--- src/rtl/cpu_ctrl_pkg.sv ---
// Shared encodings for the multicycle CPU control unit: state codes, opcodes,
// immediate formats, branch funct3 values and ALU status bit positions.
package cpu_ctrl_pkg;

    localparam logic [2:0] S_FETCH  = 3'd0;
    localparam logic [2:0] S_DECODE = 3'd1;
    localparam logic [2:0] S_EXEC   = 3'd2;
    localparam logic [2:0] S_MEM    = 3'd3;
    localparam logic [2:0] S_WRBK   = 3'd4;
    localparam logic [2:0] S_TRAP   = 3'd5;

    localparam logic [6:0] OP_RALU   = 7'b0110011;
    localparam logic [6:0] OP_IALU   = 7'b0010011;
    localparam logic [6:0] OP_LOAD   = 7'b0000011;
    localparam logic [6:0] OP_STORE  = 7'b0100011;
    localparam logic [6:0] OP_BRANCH = 7'b1100011;
    localparam logic [6:0] OP_LUI    = 7'b0110111;

    localparam logic [1:0] IMM_I = 2'b00;
    localparam logic [1:0] IMM_S = 2'b01;
    localparam logic [1:0] IMM_B = 2'b10;
    localparam logic [1:0] IMM_U = 2'b11;

    localparam logic [2:0] F3_BEQ = 3'b000;
    localparam logic [2:0] F3_BNE = 3'b001;
    localparam logic [2:0] F3_BLT = 3'b100;
    localparam logic [2:0] F3_BGE = 3'b101;

    localparam int ST_N = 3;
    localparam int ST_Z = 2;
    localparam int ST_C = 1;
    localparam int ST_V = 0;

    typedef enum logic [2:0] {
        CLS_NONE,
        CLS_RALU,
        CLS_IALU,
        CLS_LOAD,
        CLS_STORE,
        CLS_BRANCH,
        CLS_LUI
    } op_class_t;

    function automatic op_class_t classify(input logic [6:0] opcode);
        case (opcode)
            OP_RALU:   return CLS_RALU;
            OP_IALU:   return CLS_IALU;
            OP_LOAD:   return CLS_LOAD;
            OP_STORE:  return CLS_STORE;
            OP_BRANCH: return CLS_BRANCH;
            OP_LUI:    return CLS_LUI;
            default:   return CLS_NONE;
        endcase
    endfunction

endpackage

--- src/rtl/cpu_control_fsm_branch_eval.sv ---
// Branch condition evaluator: resolves taken from funct3 and the ALU flags,
// and reports whether funct3 names a supported branch at all.
module branch_eval
    import cpu_ctrl_pkg::*;
(
    input  logic [2:0] funct3,
    input  logic [3:0] status,
    output logic       taken,
    output logic       valid
);

    logic unused_carry;
    assign unused_carry = status[ST_C];

    // NOTE: every output gets a default before the case so no latch is inferred.
    always_comb begin
        taken = 1'b0;
        valid = 1'b1;
        case (funct3)
            F3_BEQ:  taken = status[ST_Z];
            F3_BNE:  taken = ~status[ST_Z];
            F3_BLT:  taken = status[ST_N] ^ status[ST_V];
            F3_BGE:  taken = ~(status[ST_N] ^ status[ST_V]);
            default: valid = 1'b0;
        endcase
    end

endmodule

--- src/rtl/cpu_control_fsm.sv ---
// Multicycle control unit: sequences each instruction through fetch, decode,
// execute, memory and writeback, stalling on the memory-ready handshake.
module cpu_control_fsm
    import cpu_ctrl_pkg::*;
(
    input  logic        clk,
    input  logic        rst_n,
    input  logic [31:0] instr,
    input  logic [3:0]  status,
    input  logic        memready,
    output logic        pcsel,
    output logic        pcwr,
    output logic        irwr,
    output logic        enwri,
    output logic        alusrc,
    output logic        wb,
    output logic        mrw,
    output logic        memen,
    output logic [1:0]  immxsel,
    output logic        illegal
);

    logic [2:0] state, next_state;
    logic [6:0] opcode_q;
    logic [2:0] funct3_q;
    op_class_t  cls;
    logic       br_taken, br_valid;

    logic unused_instr;
    assign unused_instr = ^{instr[31:15], instr[11:7]};

    assign cls = classify(opcode_q);

    branch_eval u_branch (
        .funct3 (funct3_q),
        .status (status),
        .taken  (br_taken),
        .valid  (br_valid)
    );

    // NOTE: sequential state uses non-blocking assignments so every flop samples pre-edge values.
    always_ff @(posedge clk or negedge rst_n) begin
        if (!rst_n) begin
            state    <= S_FETCH;
            opcode_q <= '0;
            funct3_q <= '0;
        end else begin
            state <= next_state;
            if (state == S_FETCH && memready) begin
                opcode_q <= instr[6:0];
                funct3_q <= instr[14:12];
            end
        end
    end

    always_comb begin
        next_state = state;
        case (state)
            S_FETCH:  if (memready) next_state = S_DECODE;
            S_DECODE: begin
                if (cls == CLS_NONE || (cls == CLS_BRANCH && !br_valid))
                    next_state = S_TRAP;
                else
                    next_state = S_EXEC;
            end
            S_EXEC: begin
                case (cls)
                    CLS_BRANCH:          next_state = S_FETCH;
                    CLS_LOAD, CLS_STORE: next_state = S_MEM;
                    default:             next_state = S_WRBK;
                endcase
            end
            S_MEM: begin
                if (memready) next_state = (cls == CLS_STORE) ? S_FETCH : S_WRBK;
            end
            S_WRBK:  next_state = S_FETCH;
            S_TRAP:  next_state = S_TRAP;
            default: next_state = S_FETCH;
        endcase
    end

    // Operand selection from EXEC is held through MEM and WRBK.
    logic       op_alusrc;
    logic [1:0] op_imm;

    always_comb begin
        op_alusrc = (cls == CLS_IALU) || (cls == CLS_LOAD) ||
                    (cls == CLS_STORE) || (cls == CLS_LUI);
        case (cls)
            CLS_STORE:  op_imm = IMM_S;
            CLS_BRANCH: op_imm = IMM_B;
            CLS_LUI:    op_imm = IMM_U;
            default:    op_imm = IMM_I;
        endcase
    end

    logic       pcsel_d, pcwr_d, irwr_d, enwri_d, alusrc_d, wb_d, mrw_d, memen_d, illegal_d;
    logic [1:0] immxsel_d;

    always_comb begin
        pcsel_d   = 1'b0;
        pcwr_d    = 1'b0;
        irwr_d    = 1'b0;
        enwri_d   = 1'b0;
        alusrc_d  = 1'b0;
        wb_d      = 1'b0;
        mrw_d     = 1'b0;
        memen_d   = 1'b0;
        illegal_d = 1'b0;
        immxsel_d = IMM_I;
        case (state)
            S_FETCH: begin
                irwr_d = memready;
                pcwr_d = memready;
            end
            S_EXEC: begin
                alusrc_d  = op_alusrc;
                immxsel_d = op_imm;
                if (cls == CLS_BRANCH) begin
                    pcsel_d = 1'b1;
                    pcwr_d  = br_taken;
                end
            end
            S_MEM: begin
                alusrc_d  = op_alusrc;
                immxsel_d = op_imm;
                memen_d   = 1'b1;
                mrw_d     = (cls == CLS_STORE);
            end
            S_WRBK: begin
                alusrc_d  = op_alusrc;
                immxsel_d = op_imm;
                enwri_d   = 1'b1;
                wb_d      = (cls != CLS_LOAD);
            end
            S_TRAP:  illegal_d = 1'b1;
            default: ;
        endcase
    end

    // Outputs are held low for the whole time reset is asserted, not just after the next edge.
    assign pcsel   = rst_n & pcsel_d;
    assign pcwr    = rst_n & pcwr_d;
    assign irwr    = rst_n & irwr_d;
    assign enwri   = rst_n & enwri_d;
    assign alusrc  = rst_n & alusrc_d;
    assign wb      = rst_n & wb_d;
    assign mrw     = rst_n & mrw_d;
    assign memen   = rst_n & memen_d;
    assign illegal = rst_n & illegal_d;
    assign immxsel = rst_n ? immxsel_d : 2'b00;

endmodule

--- config.mk ---
export PLATFORM = sky130hd
export DESIGN_NAME = cpu_control_fsm
export DESIGN_NICKNAME = d
export VERILOG_FILES = /design/src/rtl/cpu_ctrl_pkg.sv /design/src/rtl/cpu_control_fsm_branch_eval.sv /design/src/rtl/cpu_control_fsm.sv
export SDC_FILE = /design/constraint.sdc
export NUM_CORES = 1
export LEC_CHECK = 0
export CORE_ASPECT_RATIO = 1.2
export CORE_MARGIN = 5
export CORE_UTILIZATION = 35
export DETAILED_ROUTE_END_ITERATION = 10
export PLACE_DENSITY_LB_ADDON = 0.1
export SETUP_SLACK_MARGIN = 0.1
export SLEW_MARGIN = 0
export SYNTH_ARGS = -nofsm -noshare
export SYNTH_HDL_FRONTEND = slang
export SYNTH_HIERARCHICAL = 1
export SYNTH_SLANG_ARGS = --single-unit
--- constraint.sdc ---
create_clock -name clk -period 1.4 [get_ports clk]
set_clock_uncertainty 0.15 [all_clocks]
set_input_delay 0.21 -clock clk [delete_from_list [all_inputs] [get_ports clk]]
set_output_delay 0.21 -clock clk [all_outputs]
set_load 0.1 [all_outputs]
==> reports/qor.yml <==
run_status: "finished with violations"
failed_checks: "setup timing"
final-seq-area_sq_um: 330
die_area_sq_mm: 0.00382
stdcell_area_sq_mm: 0.00195
avgRoutedWirePerCell_um: 14.0
fin_nets: 206
dp_hpwl_mm: 2.00
path_clk_slew_ps: 80
drt_iter0_markers: 22
setup_tns_ps: -9300
cp_top_family: "flip-flops"
grt_pass1_vias: 1080
tightest_slew_ps: 327
clockRootBuffer: "clkbuf_4"
crit_top_cell: "buf_12"
cp_cell_sequence: "nor2_2 > nand2_1 > a21o_4 > buf_12 > nor3_4 > buf_12"
htree_num_levels: 1
antenna_found_initial: 0
io_pins: 50
p_leak_nw: 0.864
fillers: 177
setup_viol: 24
routed_wl_mm: 2.79
portBuffers: 26
grt_use_total_pct: 15.6
synth_nets: 131
post-route-util_pct: 76.6
drt.antenna.violating_nets: 0
globalplace.congestion: 0.779
final_cell_mix: "buf_4 (34), clkdlybuf4s50_1 (14), buf_6 (13)"
firstDrtPassIters: 4
crit_required_ps: 1040
slowest_delay_ps: 410
final_layout_size_suffix_gt1_share_pct: 65.1
rsz0062_at_grt: "yes"
dpl-instance-area_sq_mm: 0.00165
synthArstFlopShare_pct: 100
cpMaxStageDelayCell: "dfrtp_1"
hold_class: "in -> async"
final-instance-count-excl-fill: 199
clock_sinks: 13
ys_seq_area_share_pct: 34.7
dpl.cell_count: 179
critPathMaxFanout: 2
pre_cts_ws_ps: -526
synth_seq_cells: 13
powerDensity_mw_per_mm2: 1590
relSlewSlack_pct: 77.9
cap_violations: 0
vias_per_cell: 4.84
antennaDiodeCount: 0
cts_buffer_depth: 2
clk_latency_ps: 270
crit_arrival_ps: 1640
cp-end-kind: "output pin"
avgSynthCellArea_sq_um: 10.2
timing.fmax_mhz: 499
timing.final.ws_setup_ps: -604
yosysTopAreaCell: "dfrtp_1"
synth_warnings: 6
drv_slew: 0
critPathKind: "reg -> out"
hold_viol_final: 0
cts_tree: "yes"
ys_types: 37
syn-cell-area_sq_um: 937
synthToLayoutAreaGrowth_pct: 109
period_share_pct: 143
grt_max_degree: 9
synthTopCellsByArea: "dfrtp_1 (35%), mux2_4 (16%), nand2_1 (3.6%), nor2_1 (3.2%), nor3_1 (2.7%)"
start_util_pct: 36.7
overflow: 0
route.detailed.drc: 0
yosys_most_used_dff: "dfrtp_1"
ir_worst_vdd_mv: 1.15
rows: 20
yosys.area.top_type_share_pct: 34.7
vias: 964
min_period_ps: 2000
fin_hold_ws_ps: 14.8
start_kind: "flip-flop"
grt_pass1_wl_mm: 4.68
path_buf_inv: 2
syn_inst: 92
tritoncts.num_buffers: 3
core_sq_mm: 0.00255
multiInputGateArea_sq_um: 734
synth_edf_count: 0
p_total_mw: 3.11
die_w_um: 57.2
dieHeight_um: 66.7
final_common_cell: "buf_4"
==> cells by family after synthesis <==
| family | synth area share [%] |
|---|---|
| AOI/OAI and AO/OA | 12.0 |
| xor gates and xnor gates | 1.87 |
| buffers and inverters | 6.27 |
| DFF | 34.7 |
| muxes | 16.0 |
| and+or+nand+nor | 29.1 |
==> power breakdown <==
part / internal [mW] / switching [mW] / total (mW)
Combinational: 1.15 / 0.937 / 2.08
Sequential: 0.554 / 0.245 / 0.799
Clock: 0.110 / 0.114 / 0.224
Total: 1.81 / 1.30 / 3.11
==> sequential cells by signal (all words and copies together) (netlist names) <==
| signal | cells |
|---|---|
| state | 3 |
| opcode_q | 7 |
| funct3_q | 3 |
==> per-layer routing <==
metal	wire (um)	global-route usage (%)
met4	0	3.48
met5	0	0
met2	1670	31.3
met3	150	4.26
met1	970	15.5
==> timing repair <==
action                                 4_1_cts  5_1_grt
hold buffers                                 2        0
buffers inserted                             8        8
endpoints found under the hold margin        7        0
pin swaps                                   11        5
setup endpoints to repair                   24       24
gates resized for setup                     27       13
==> cell usage after synthesis (2+ instances only) <==
cell type,n
dfrtp_1,13
mux2_4,10
nand2_1,9
nor2_1,8
nor3_1,5
a21oi_1,4
buf_2,3
inv_1,3
nand2b_1,3
a211o_1,2
a21o_1,2
and3_1,2
nand3b_1,2
nor4_2,2
o211ai_1,2
==> path summary, 6_finish.rpt <==
kind	from	to	slack [ps]	cells after the start
hold reg to reg	opcode_q[0]	opcode_q[0]	390	1
min in group clk	opcode_q[0]	opcode_q[0]	390	1
max in group asynchronous	rst_n	opcode_q[4]	370	3
setup reg to reg	state[1]	state[0]	-390	9
hold / removal	rst_n	state[0]	10	3
setup / recovery	state[0]	immxsel[1]	-600	6
==> worst reg2reg max path: cells and delay by family (launching register included) <==
family,cells,cell delay [ps]
buffers and inverters,5,620
flip-flops,1,430
AND/OR/NAND/NOR,3,310
AO/OA/AOI/OAI,1,170
==> final cells by class <==
class / count / share of cell area (%)
clock buffer: 4 / 1.34
sequential: 13 / 16.9
timing repair buffer: 76 / 41.5
tap: 33 / 2.11
multi-input combinational: 70 / 37.6
inverter: 3 / 0.576
Power figures use the tool's default switching activity.
